[config.mk]
export PLATFORM = sky130hd
export DESIGN_NAME = mux4_rr_arbiter
export DESIGN_NICKNAME = d
export VERILOG_FILES = /design/src/rtl/mux4_rr_arbiter.sv
export SDC_FILE = /design/constraint.sdc
export NUM_CORES = 1
export LEC_CHECK = 0
export ABC_CLOCK_PERIOD_IN_PS = 1400
export BUFFER_PORTS_ARGS = -buffer_cell sky130_fd_sc_hd__buf_2
export CORE_AREA = 2 2 39 41
export DETAILED_ROUTE_END_ITERATION = 10
export DIE_AREA = 0 0 41 43
export GPL_TIMING_DRIVEN = 0
export PLACE_DENSITY = 0.74
export RECOVER_POWER = 25
export SLEW_MARGIN = 40
export SYNTH_ARGS = -nofsm -noshare
export SYNTH_HDL_FRONTEND = slang
export SYNTH_SLANG_ARGS = --single-unit
export TNS_END_PERCENT = 100
[constraint.sdc]
create_clock -name CLK -period 1.4 [get_ports CLK]
set_clock_uncertainty 0.05 [all_clocks]
set_input_delay 0.07 -clock CLK [delete_from_list [all_inputs] [get_ports CLK]]
set_output_delay 0.07 -clock CLK [all_outputs]
set_load 0.005 [all_outputs]
[src/rtl/mux4_rr_arbiter.sv]
// mux4_rr_arbiter: round-robin owner select for a shared 4:1 mux, grant held until released.
// Define ARB_TIMEOUT_EN to revoke grants held longer than MAX_HOLD cycles.
module mux4_rr_arbiter #(
    parameter int MAX_HOLD = 15,
    parameter int CNT_W    = 8
) (
    input  logic       CLK,
    input  logic       RST,
    input  logic [3:0] REQ,
    input  logic       DONE,
    output logic [1:0] S,
    output logic [3:0] GNT,
    output logic       VALID,
    output logic       TIMEOUT
);
`ifdef ARB_TIMEOUT_EN
    localparam bit TO_EN = 1'b1;
`else
    localparam bit TO_EN = 1'b0;
`endif
    localparam logic [CNT_W-1:0] HOLD_LIM = CNT_W'(MAX_HOLD - 1);

    typedef enum logic {IDLE, BUSY} state_t;

    state_t           state, state_nx;
    logic [1:0]       last, last_nx, s_nx, pick, idx;
    logic [3:0]       gnt_nx;
    logic             valid_nx, timeout_nx, found, release_req, expire;
    logic [CNT_W-1:0] cnt, cnt_nx;

    // Search starts just after the last owner, so it ends up lowest priority.
    always_comb begin
        pick  = last;
        found = 1'b0;
        idx   = last;
        for (int k = 1; k <= 4; k++) begin
            idx = last + 2'(k);
            if (!found && REQ[idx]) begin
                pick  = idx;
                found = 1'b1;
            end
        end
    end

    assign release_req = DONE || !REQ[S];
    assign expire      = TO_EN && (cnt == HOLD_LIM);

    always_comb begin
        state_nx   = state;
        last_nx    = last;
        s_nx       = S;
        gnt_nx     = GNT;
        valid_nx   = VALID;
        timeout_nx = 1'b0;
        cnt_nx     = cnt;
        if (state == IDLE) begin
            if (found) begin
                state_nx = BUSY;
                s_nx     = pick;
                gnt_nx   = 4'b0001 << pick;
                valid_nx = 1'b1;
                last_nx  = pick;
                cnt_nx   = '0;
            end
        end else if (release_req || expire) begin
            state_nx   = IDLE;
            gnt_nx     = 4'b0000;
            valid_nx   = 1'b0;
            timeout_nx = !release_req;
        end else begin
            cnt_nx = (&cnt) ? cnt : cnt + 1'b1;
        end
    end

    always_ff @(posedge CLK or posedge RST) begin
        if (RST) begin
            state   <= IDLE;
            last    <= 2'd3;
            S       <= 2'd0;
            GNT     <= 4'b0000;
            VALID   <= 1'b0;
            TIMEOUT <= 1'b0;
            cnt     <= '0;
        end else begin
            state   <= state_nx;
            last    <= last_nx;
            S       <= s_nx;
            GNT     <= gnt_nx;
            VALID   <= valid_nx;
            TIMEOUT <= timeout_nx;
            cnt     <= cnt_nx;
        end
    end
endmodule

==> flow_metrics.py, run 1 <==
metrics = {
    "power": {
        "powerDensity_nw_per_um2": 2130,
        "power.leakage_nw": 0.311,
        "irDropWorstVdd_uv": 637,
    },
    "die": {
        "die_w_um": 41,
        "die_h_um": 43,
        "num_rows": 14,
        "initial_utilization_pct": 36.4,
        "die-area_sq_um": 1760,
        "io_pins": 15,
        "core_area_sq_um": 1380,
    },
    "clock_tree": {
        "root_buffer": "clkbuf_4",
        "cts.sinks": 10,
        "ctsLongestPathBuffers": 2,
        "clk_latency_ns": 0.26,
        "cts_tree": "done",
        "path_clk_slew_ns": 0.07,
        "cts-htree-levels": 1,
        "numCtsBuffers": 3,
    },
    "drt": {
        "vias": 409,
        "ant_nets": 0,
        "first_pass_iters": 4,
        "wl_per_cell_um": 13.4,
        "wl_um": 1060,
        "viasPerCell": 5.18,
        "drtIter0Drc": 6,
        "drc_errors": 0,
    },
    "finish": {
        "multi_input_area_sq_um": 256,
        "nNetsFinal": 71,
        "fillers": 133,
        "drive_gt1_share_pct": 46.0,
        "antennaDiodeCount": 0,
        "seqCellArea_sq_um": 253,
        "final_core_util_pct": 47.9,
        "syn2layout_area_growth_pct": 31.5,
        "fin_area_sq_um": 663,
    },
    "global_routing": {
        "grt_max_degree": 11,
        "grt_pass1_wl_um": 1550,
        "first_global_vias": 383,
        "track_usage_pct": 13.5,
        "antenna_found_initial": 0,
        "grt_overflow": 0,
    },
    "synthesis": {
        "synth-adder-area-share_pct": 0,
        "ys_types": 24,
        "synth_compound_area_share_pct": 21.6,
        "synth_top_area_share_pct": 39.7,
        "synth_async_sr_flop_share_pct": 100,
        "synthXorXnorAreaFrac_pct": 0,
        "synthTopCellsByArea": "dfrtp_1 (40%), dfstp_2 (10%), mux2_2 (4.5%)",
        "syn_area_sq_um": 504,
        "synth_top_family_by_area": "compound AO/OA/AOI/OAI gates",
        "yosysSeqAreaShare_pct": 50.1,
        "syn_inst": 44,
        "synthTopCellsByCount": "dfrtp_1 (8), o21ai_0 (4), o21a_1 (3)",
        "synth_edf_count": 0,
        "synth_top_cell_by_area": "dfrtp_1",
        "avgSynthCellArea_sq_um": 11.5,
        "synth_most_common_cell": "dfrtp_1",
        "synth_flop_cell": "dfrtp_1",
        "synth-simple-area-share_pct": 15.6,
        "yosys_warnings": 0,
        "ys_seq_elements": 10,
        "synth_mux_area_share_pct": 8.93,
        "syn-num-nets": 51,
    },
    "run_status": {
        "violations": "negative setup slack",
        "run_status": "finished with violations",
    },
    "placed_design": {
        "port-buffer-count": 13,
        "place_area_sq_um": 589,
        "gp_congestion": 0.764,
        "dpl.hpwl_um": 794,
        "dp_slack_ns": -0.111,
    },
    "timing": {
        "slew_viol_final": 0,
        "finalSetupViolCount": 5,
        "fmax_ghz": 0.671,
        "post-route-period-util_pct": 106,
        "setup_ws_ns": -0.0900,
        "period_needed_ns": 1.49,
        "hold_viol": 0,
        "rsz0062_at_grt": "yes",
    },
    "hold_path": {
        "min_path_type": "input pin to flip-flop",
    },
    "critical_path": {
        "critPathArrivalTime_ns": 1.60,
        "end_kind": "flip-flop",
        "crit_type": "flip-flop to flip-flop",
        "cp-start-kind": "flip-flop",
        "cp.required_ns": 1.51,
        "path_max_fanout": 5,
    },
    "run": {
        "maxCapViolCount": 0,
    },
}
-- worst max-delay path: stages (launching register included) --
cell	delay, ns
dfrtp_1	0.38
mux4_2	0.55
nand3b_4	0.11
o21ai_4	0.08
a32o_1	0.21
-- per-stage QoR --
step / TNS [ns] / hold slack, ns / power (mW) / std cells
finish: -0.258 / 0.104 / 1.41 / 79
global route: -0.824 / 0.110 / 1.51 / 79
CTS: -0.322 / 0.0759 / 1.39 / 79
detailed placement: -0.432 / 0.0163 / 1.10 / 73
global placement: -0.200 / 0.00623 / 1.08 / 73
floorplan: -0.0459 / -0.141 / 0.909 / 44
-- power by group --
| part | internal (mW) | switching (mW) | total [mW] |
|---|---|---|---|
| clock | 0.158 | 0.0977 | 0.256 |
| combinational | 0.307 | 0.268 | 0.575 |
| sequential | 0.457 | 0.124 | 0.580 |
-- registers in the layout (all words and copies together) (netlist names) --
name / flops
S: 2
GNT: 4
state: 1
last: 2
VALID: 1
-- cell families (layout without fill, tap and decap cells) --
logic type             after synthesis  after routing
buffers and inverters                3             22
muxes                                3              3
DFF                                 10             10
and+or+nand+nor                     12             12
other                                1              1
AOI/OAI and AO/OA                   15             15
-- placed cells by master, fill, tap and decap left out, drive strengths merged --
cell type | synthesis | layout
o2bb2ai | 2 | 2
a32o | 2 | 2
a21o | 2 | 2
or2b | 1 | 1
o21a | 3 | 3
nand4 | 1 | 1
mux4 | 1 | 1
inv | 2 | 2
dfrtp | 8 | 8
dfstp | 2 | 2
o21ai | 6 | 6
nor2b | 2 | 2
nor4 | 1 | 1
nand3 | 1 | 1
dlygate4sd3 | 0 | 1
conb | 1 | 1
nand2b | 1 | 1
nand2 | 1 | 1
nand3b | 1 | 1
clkbuf | 0 | 4
nor2 | 3 | 3
buf | 1 | 15
mux2 | 2 | 2
-- layer usage --
layer / vias to the layer above / wire length, um / GRT usage, %
met5: - / 0 / 0
met4: 0 / 8 / 12.0
met3: 2 / 52 / 1.57
met2: 10 / 548 / 21.6
met1: 199 / 451 / 14.4
li1: 198 / - / -
-- what timing repair did --
| action | in CTS | in global routing |
|---|---|---|
| endpoints found under the hold margin | 8 | 0 |
| setup endpoints to repair | 7 | 9 |
| gates resized for setup | 1 | 3 |
| pin swaps | 0 | 1 |
| hold buffers | 1 | 0 |
| setup buffers | 1 | 0 |
-- cell type report --
| class | count | area share [%] |
|---|---|---|
| multi-input cells | 31 | 38.7 |
| flip-flops and latches | 10 | 38.1 |
| repair buffers | 15 | 12.5 |
| clock buffers | 4 | 5.47 |
| well taps | 16 | 3.02 |
| plain buffers | 1 | 1.13 |
| inverters | 2 | 1.13 |
-- path summary, 6_finish.rpt --
check                       from      end  slack, ns  cells past startpoint
setup / recovery            S[1]   GNT[1]      -0.09                      4
hold / removal              DONE    state       0.10                      3
setup reg to reg            S[1]   GNT[1]      -0.09                      4
hold reg to reg            VALID    VALID       0.42                      1
max in group asynchronous    RST  last[1]       0.72                      3
min in group asynchronous    RST   GNT[0]       0.27                      3
(Power assumes the default switching activity.)
==> run 2: changes to the inputs <==
--- a/config.mk
+++ b/config.mk
@@ -5,13 +5,13 @@
 export SDC_FILE = /design/constraint.sdc
 export NUM_CORES = 1
 export LEC_CHECK = 0
-export ABC_CLOCK_PERIOD_IN_PS = 1400
+export ABC_CLOCK_PERIOD_IN_PS = 1420
 export BUFFER_PORTS_ARGS = -buffer_cell sky130_fd_sc_hd__buf_2
 export CORE_AREA = 2 2 39 41
 export DETAILED_ROUTE_END_ITERATION = 10
 export DIE_AREA = 0 0 41 43
 export GPL_TIMING_DRIVEN = 0
-export PLACE_DENSITY = 0.74
+export PLACE_DENSITY = 0.72
 export RECOVER_POWER = 25
 export SLEW_MARGIN = 40
 export SYNTH_ARGS = -nofsm -noshare
==> constraint.sdc (replaced) <==
create_clock -name CLK -period 1.42 [get_ports CLK]
set_clock_uncertainty 0.05 [all_clocks]
set_input_delay 0.071 -clock CLK [delete_from_list [all_inputs] [get_ports CLK]]
set_output_delay 0.071 -clock CLK [all_outputs]
set_load 0.005 [all_outputs]
==> run 2 against run 1 <==
- the run still ends with negative setup slack left
- routed wire length decreased by 4.3%
- cell area decreased by 1.9%
- hold slack got worse by 0.0075 ns
- total power decreased by 3.5%
- sequential power decreased by 3%
- cell count unchanged
- sequential share of layout area increased by 0.73 points
- critical path depth unchanged
- clock power decreased by 3%
- via count unchanged
==> flow_metrics.py, run 2 (synthesized netlist as in run 1, its figures left out) <==
metrics = {
    "run_status": {
        "run_status": "finished with violations",
        "violations": "negative setup slack",
    },
    "finish": {
        "nNetsFinal": 71,
        "largest_registers": "GNT (4), S (2), last (2)",
        "antennaDiodeCount": 0,
        "layout_common_cells": "buf_2 (13), dfrtp_1 (8), o21ai_1 (3), o21a_1 (3), clkbuf_4 (3)",
        "finalNonFillerCells": 79,
        "fin_area_sq_um": 651,
        "multi_input_area_sq_um": 244,
        "final_core_util_pct": 47.0,
        "fillers": 133,
        "seqCellArea_sq_um": 253,
        "drive_gt1_share_pct": 44.4,
        "syn2layout_area_growth_pct": 29.0,
        "final_common_cell": "buf_2",
        "regMostFlops": "GNT",
        "largest_reg_flops": 4,
    },
    "die": {
        "initial_utilization_pct": 36.4,
        "io_pins": 15,
        "die_w_um": 41,
        "die-area_sq_um": 1760,
        "num_rows": 14,
        "core_area_sq_um": 1380,
        "die_h_um": 43,
    },
    "hold_path": {
        "min_path_type": "input pin to flip-flop",
        "hold_depth": 3,
        "hold_path_end": "state",
        "hold_start": "DONE",
    },
    "drt": {
        "ant_nets": 0,
        "wl_um": 1010,
        "wl_per_cell_um": 12.8,
        "drtIter0Drc": 3,
        "vias": 409,
        "first_pass_iters": 4,
        "viasPerCell": 5.18,
        "drc_errors": 0,
    },
    "clock_tree": {
        "ctsLongestPathBuffers": 2,
        "numCtsBuffers": 3,
        "root_buffer": "clkbuf_4",
        "cts-htree-levels": 1,
        "clk_latency_ns": 0.26,
        "path_clk_slew_ns": 0.06,
        "cts.sinks": 10,
        "cts_tree": "done",
    },
    "critical_path": {
        "r2r_end": "GNT[3]",
        "path_max_fanout": 5,
        "cp.required_ns": 1.52,
        "crit_type": "flip-flop to flip-flop",
        "cp_top_family": "multiplexers",
        "cp-start-kind": "flip-flop",
        "critPathArrivalTime_ns": 1.56,
        "crit_buf_inv": 0,
        "end_kind": "flip-flop",
        "worstReg2RegStart": "S[1]",
        "cp_slowest_cell": "mux4_2",
        "cp_cell_sequence": "mux4_2 -> nand3b_2 -> o21ai_4 -> a32o_1",
        "ff2ff_path_depth": 4,
        "r2r_slack_ns": -0.05,
        "cpPeakStageDelay_ns": 0.51,
    },
    "power": {
        "powerDensity_nw_per_um2": 2090,
        "finalPower_mw": 1.36,
        "power.leakage_nw": 0.301,
        "irDropWorstVdd_uv": 767,
    },
    "timing": {
        "hold_viol": 0,
        "setup_ws_ns": -0.0462,
        "finalSetupViolCount": 3,
        "post-route-period-util_pct": 103,
        "fmax_ghz": 0.682,
        "rsz0062_at_grt": "yes",
        "period_needed_ns": 1.47,
        "hold_ws_ns": 0.0968,
        "slew_viol_final": 0,
    },
    "placed_design": {
        "dpl.hpwl_um": 773,
        "port-buffer-count": 13,
        "place_area_sq_um": 589,
        "placedCellCount": 73,
        "gp_congestion": 0.702,
    },
    "run": {
        "maxCapViolCount": 0,
    },
    "global_routing": {
        "track_usage_pct": 13.8,
        "antenna_found_initial": 0,
        "first_global_vias": 396,
        "grt_pass1_wl_um": 1590,
        "grt_overflow": 0,
        "grt_max_degree": 11,
    },
}
[run 2: cell types whose count changed in the layout (fill, tap and decap cells not counted)]
cell,before,now
o21ai_1,1,3
o21ai_0,3,2
nand3b_2,0,1
o21ai_2,1,0
nand3b_4,1,0
[run 2: worst max-delay path by stage]
stage	startpoint	end	slack, ns	cells past startpoint
after global placement	S[1]	GNT[3]	-0.06	4
final	S[1]	GNT[3]	-0.05	4
after floorplan	S[1]	GNT[1]	-0.003	4
after detailed placement	S[1]	GNT[3]	-0.09	4
after CTS	S[1]	GNT[3]	-0.07	4
after global routing	S[1]	GNT[3]	-0.11	4
[run 2: repair_timing]
item / in CTS / in global routing
resized for setup: 2 / 1
pin swaps: 0 / 1
setup endpoints to repair: 7 / 9
hold endpoints to repair: 8 / 0
hold buffers: 1 / 0
buffers inserted: 1 / 0
[run 2: worst reg2reg max path, stage by stage, from the launching register on]
cell	delay, ns
dfrtp_1	0.37
mux4_2	0.51
nand3b_2	0.12
o21ai_4	0.09
a32o_1	0.21
[run 2: metrics by stage]
step / worst slack (ns) / TNS, ns
final: -0.0462 / -0.0930
after global routing: -0.113 / -0.495
after CTS: -0.0703 / -0.159
after detailed placement: -0.0916 / -0.305
after global placement: -0.0565 / -0.131
after floorplan: -0.00293 / -0.00587
[run 2: power breakdown]
| group | internal (mW) | switching [mW] | total, mW |
|---|---|---|---|
| combinational | 0.294 | 0.255 | 0.549 |
| clock | 0.156 | 0.0931 | 0.249 |
| sequential | 0.450 | 0.113 | 0.564 |
| total | 0.900 | 0.461 | 1.36 |
[run 2: layout make-up]
class | count | share of cell area, %
buffer | 1 | 1.15
sequential | 10 | 38.8
clock buffer | 4 | 5.58
multi-input combinational | 31 | 37.5
tap | 16 | 3.08
inverter | 2 | 1.15
timing repair buffer | 15 | 12.7
[run 2: routing by layer]
layer / GRT usage (%) / vias up / wire length (um)
met5: 0 / - / 0
met4: 10.0 / 0 / 12
met3: 3.14 / 2 / 56
met2: 20.0 / 15 / 475
met1: 17.2 / 189 / 469
li1: - / 203 / -
==> run 3: changes to the inputs <==
--- a/config.mk
+++ b/config.mk
@@ -7,11 +7,13 @@
 export LEC_CHECK = 0
 export ABC_CLOCK_PERIOD_IN_PS = 1420
 export BUFFER_PORTS_ARGS = -buffer_cell sky130_fd_sc_hd__buf_2
-export CORE_AREA = 2 2 39 41
+export CELL_PAD_IN_SITES_DETAIL_PLACEMENT = 1
+export CELL_PAD_IN_SITES_GLOBAL_PLACEMENT = 1
+export CORE_MARGIN = 2
+export CORE_UTILIZATION = 36
 export DETAILED_ROUTE_END_ITERATION = 10
-export DIE_AREA = 0 0 41 43
 export GPL_TIMING_DRIVEN = 0
-export PLACE_DENSITY = 0.72
+export PLACE_DENSITY = 0.83
 export RECOVER_POWER = 25
 export SLEW_MARGIN = 40
 export SYNTH_ARGS = -nofsm -noshare
==> run 3 against run 2 <==
- the run still ends with negative setup slack left
- sequential cell count stayed put
- first-iteration DRC count is 67% lower
- total power is 2.6% lower
- die area is 2.7% lower
- critical path depth stayed put
- cell area is 1.7% lower
- sequential share of layout area is 0.68 points higher
- highest routed layer unchanged
==> flow_metrics.py, run 3 (synthesized netlist as in run 1, its figures left out) <==
metrics = {
    "finish": {
        "antennaDiodeCount": 0,
        "multi_input_area_sq_um": 244,
        "final_common_cell": "buf_2",
        "largest_reg_flops": 4,
        "fin_area_sq_um": 639,
        "drive_gt1_share_pct": 42.9,
        "fillers": 159,
        "finalNonFillerCells": 78,
        "nNetsFinal": 71,
        "regMostFlops": "GNT",
        "layout_common_cells": "buf_2 (13), dfrtp_1 (8), o21ai_1 (3), o21a_1 (3), clkbuf_4 (3)",
        "syn2layout_area_growth_pct": 26.8,
        "largest_registers": "GNT (4), S (2), last (2)",
        "seqCellArea_sq_um": 253,
    },
    "timing": {
        "hold_viol": 0,
        "finalSetupViolCount": 3,
        "period_needed_ns": 1.47,
        "slew_viol_final": 0,
        "hold_ws_ns": 0.133,
        "rsz0062_at_grt": "yes",
        "setup_ws_ns": -0.0502,
        "fmax_ghz": 0.680,
        "post-route-period-util_pct": 104,
    },
    "die": {
        "die-area_sq_um": 1720,
        "core_area_sq_um": 1300,
        "initial_utilization_pct": 38.8,
        "die_w_um": 41.4,
        "io_pins": 15,
        "num_rows": 13,
        "die_h_um": 41.4,
    },
    "drt": {
        "ant_nets": 0,
        "wl_um": 1100,
        "wl_per_cell_um": 14.1,
        "drtIter0Drc": 1,
        "drc_errors": 0,
        "first_pass_iters": 2,
        "vias": 404,
        "viasPerCell": 5.18,
    },
    "hold_path": {
        "hold_start": "DONE",
        "hold_depth": 3,
        "min_path_type": "input pin to flip-flop",
        "hold_path_end": "state",
    },
    "power": {
        "irDropWorstVdd_uv": 856,
        "finalPower_mw": 1.33,
        "powerDensity_nw_per_um2": 2070,
        "power.leakage_nw": 0.295,
    },
    "critical_path": {
        "cpPeakStageDelay_ns": 0.51,
        "path_max_fanout": 5,
        "cp_top_family": "multiplexers",
        "worstReg2RegStart": "S[1]",
        "end_kind": "flip-flop",
        "cp_cell_sequence": "mux4_2 -> nand3b_2 -> o21ai_4 -> a32o_1",
        "crit_start": "S[1]",
        "cp-start-kind": "flip-flop",
        "crit_buf_inv": 0,
        "r2r_end": "GNT[3]",
        "r2r_slack_ns": -0.05,
        "cp_slowest_cell": "mux4_2",
        "crit_type": "flip-flop to flip-flop",
        "ff2ff_path_depth": 4,
        "cp.required_ns": 1.51,
        "critPathArrivalTime_ns": 1.56,
    },
    "global_routing": {
        "grt_max_degree": 11,
        "grt_pass1_wl_um": 1950,
        "first_global_vias": 429,
        "track_usage_pct": 14.6,
        "grt_overflow": 0,
        "antenna_found_initial": 0,
    },
    "clock_tree": {
        "numCtsBuffers": 3,
        "cts-htree-levels": 1,
        "clk_latency_ns": 0.25,
        "cts_tree": "done",
        "ctsLongestPathBuffers": 2,
        "root_buffer": "clkbuf_4",
        "cts.sinks": 10,
        "path_clk_slew_ns": 0.06,
    },
    "run_status": {
        "run_status": "finished with violations",
        "violations": "negative setup slack",
    },
    "placed_design": {
        "port-buffer-count": 13,
        "place_area_sq_um": 588,
        "dpl.hpwl_um": 824,
        "gp_congestion": 0.723,
        "dp_slack_ns": -0.0660,
        "placedCellCount": 72,
    },
    "run": {
        "maxCapViolCount": 0,
    },
}
==> run 3: timing repair <==
item                                   CTS  global route
buffers inserted                         1             0
setup endpoints to repair                7             9
pin swaps                                0             1
gates resized for setup                  2             1
hold buffers                             1             0
endpoints found under the hold margin    8             0
==> run 3: worst max-delay path by stage <==
| stage | end | slack [ns] | depth (start not counted) |
|---|---|---|---|
| 2_1_floorplan | GNT[1] | -0.003 | 4 |
| 3_3_place_gp | GNT[3] | -0.05 | 4 |
| 3_5_place_dp | GNT[1] | -0.07 | 4 |
| 4_1_cts | GNT[3] | -0.07 | 4 |
| 5_1_grt | GNT[3] | -0.1 | 4 |
| 6_report | GNT[3] | -0.05 | 4 |
==> run 3: power breakdown <==
part           switching, mW  internal [mW]
Sequential             0.121          0.450
Combinational          0.262          0.294
Clock                 0.0901          0.108
==> run 3: final cells by class <==
class | instances | share of cell area, %
clock buffers | 4 | 4.11
inverters | 2 | 1.17
multi-input cells | 31 | 38.2
plain buffers | 1 | 1.17
well taps | 15 | 2.94
flip-flops and latches | 10 | 39.5
repair buffers | 15 | 12.9
==> run 3: layer usage <==
layer | vias up | global-route usage [%] | wire length, um
li1 | 197 | - | -
met1 | 195 | 20.1 | 503
met2 | 10 | 22.8 | 536
met3 | 2 | 2.61 | 54
met4 | 0 | 5.81 | 5
met5 | - | 0 | 0
==> run 3: through the flow <==
stage,util (%),TNS (ns)
floorplan,-,-0.00587
finish,49.1,-0.103
detailed placement,45.2,-0.233
global route,49.1,-0.519
CTS,49.1,-0.148
global placement,45.2,-0.175
==> run 3: worst min-delay path, delay by kind of cell <==
family	cells	cell delay, ns
AO/OA/AOI/OAI	1	0.10
AND/OR/NAND/NOR	1	0.13
buffers and inverters	1	0.07
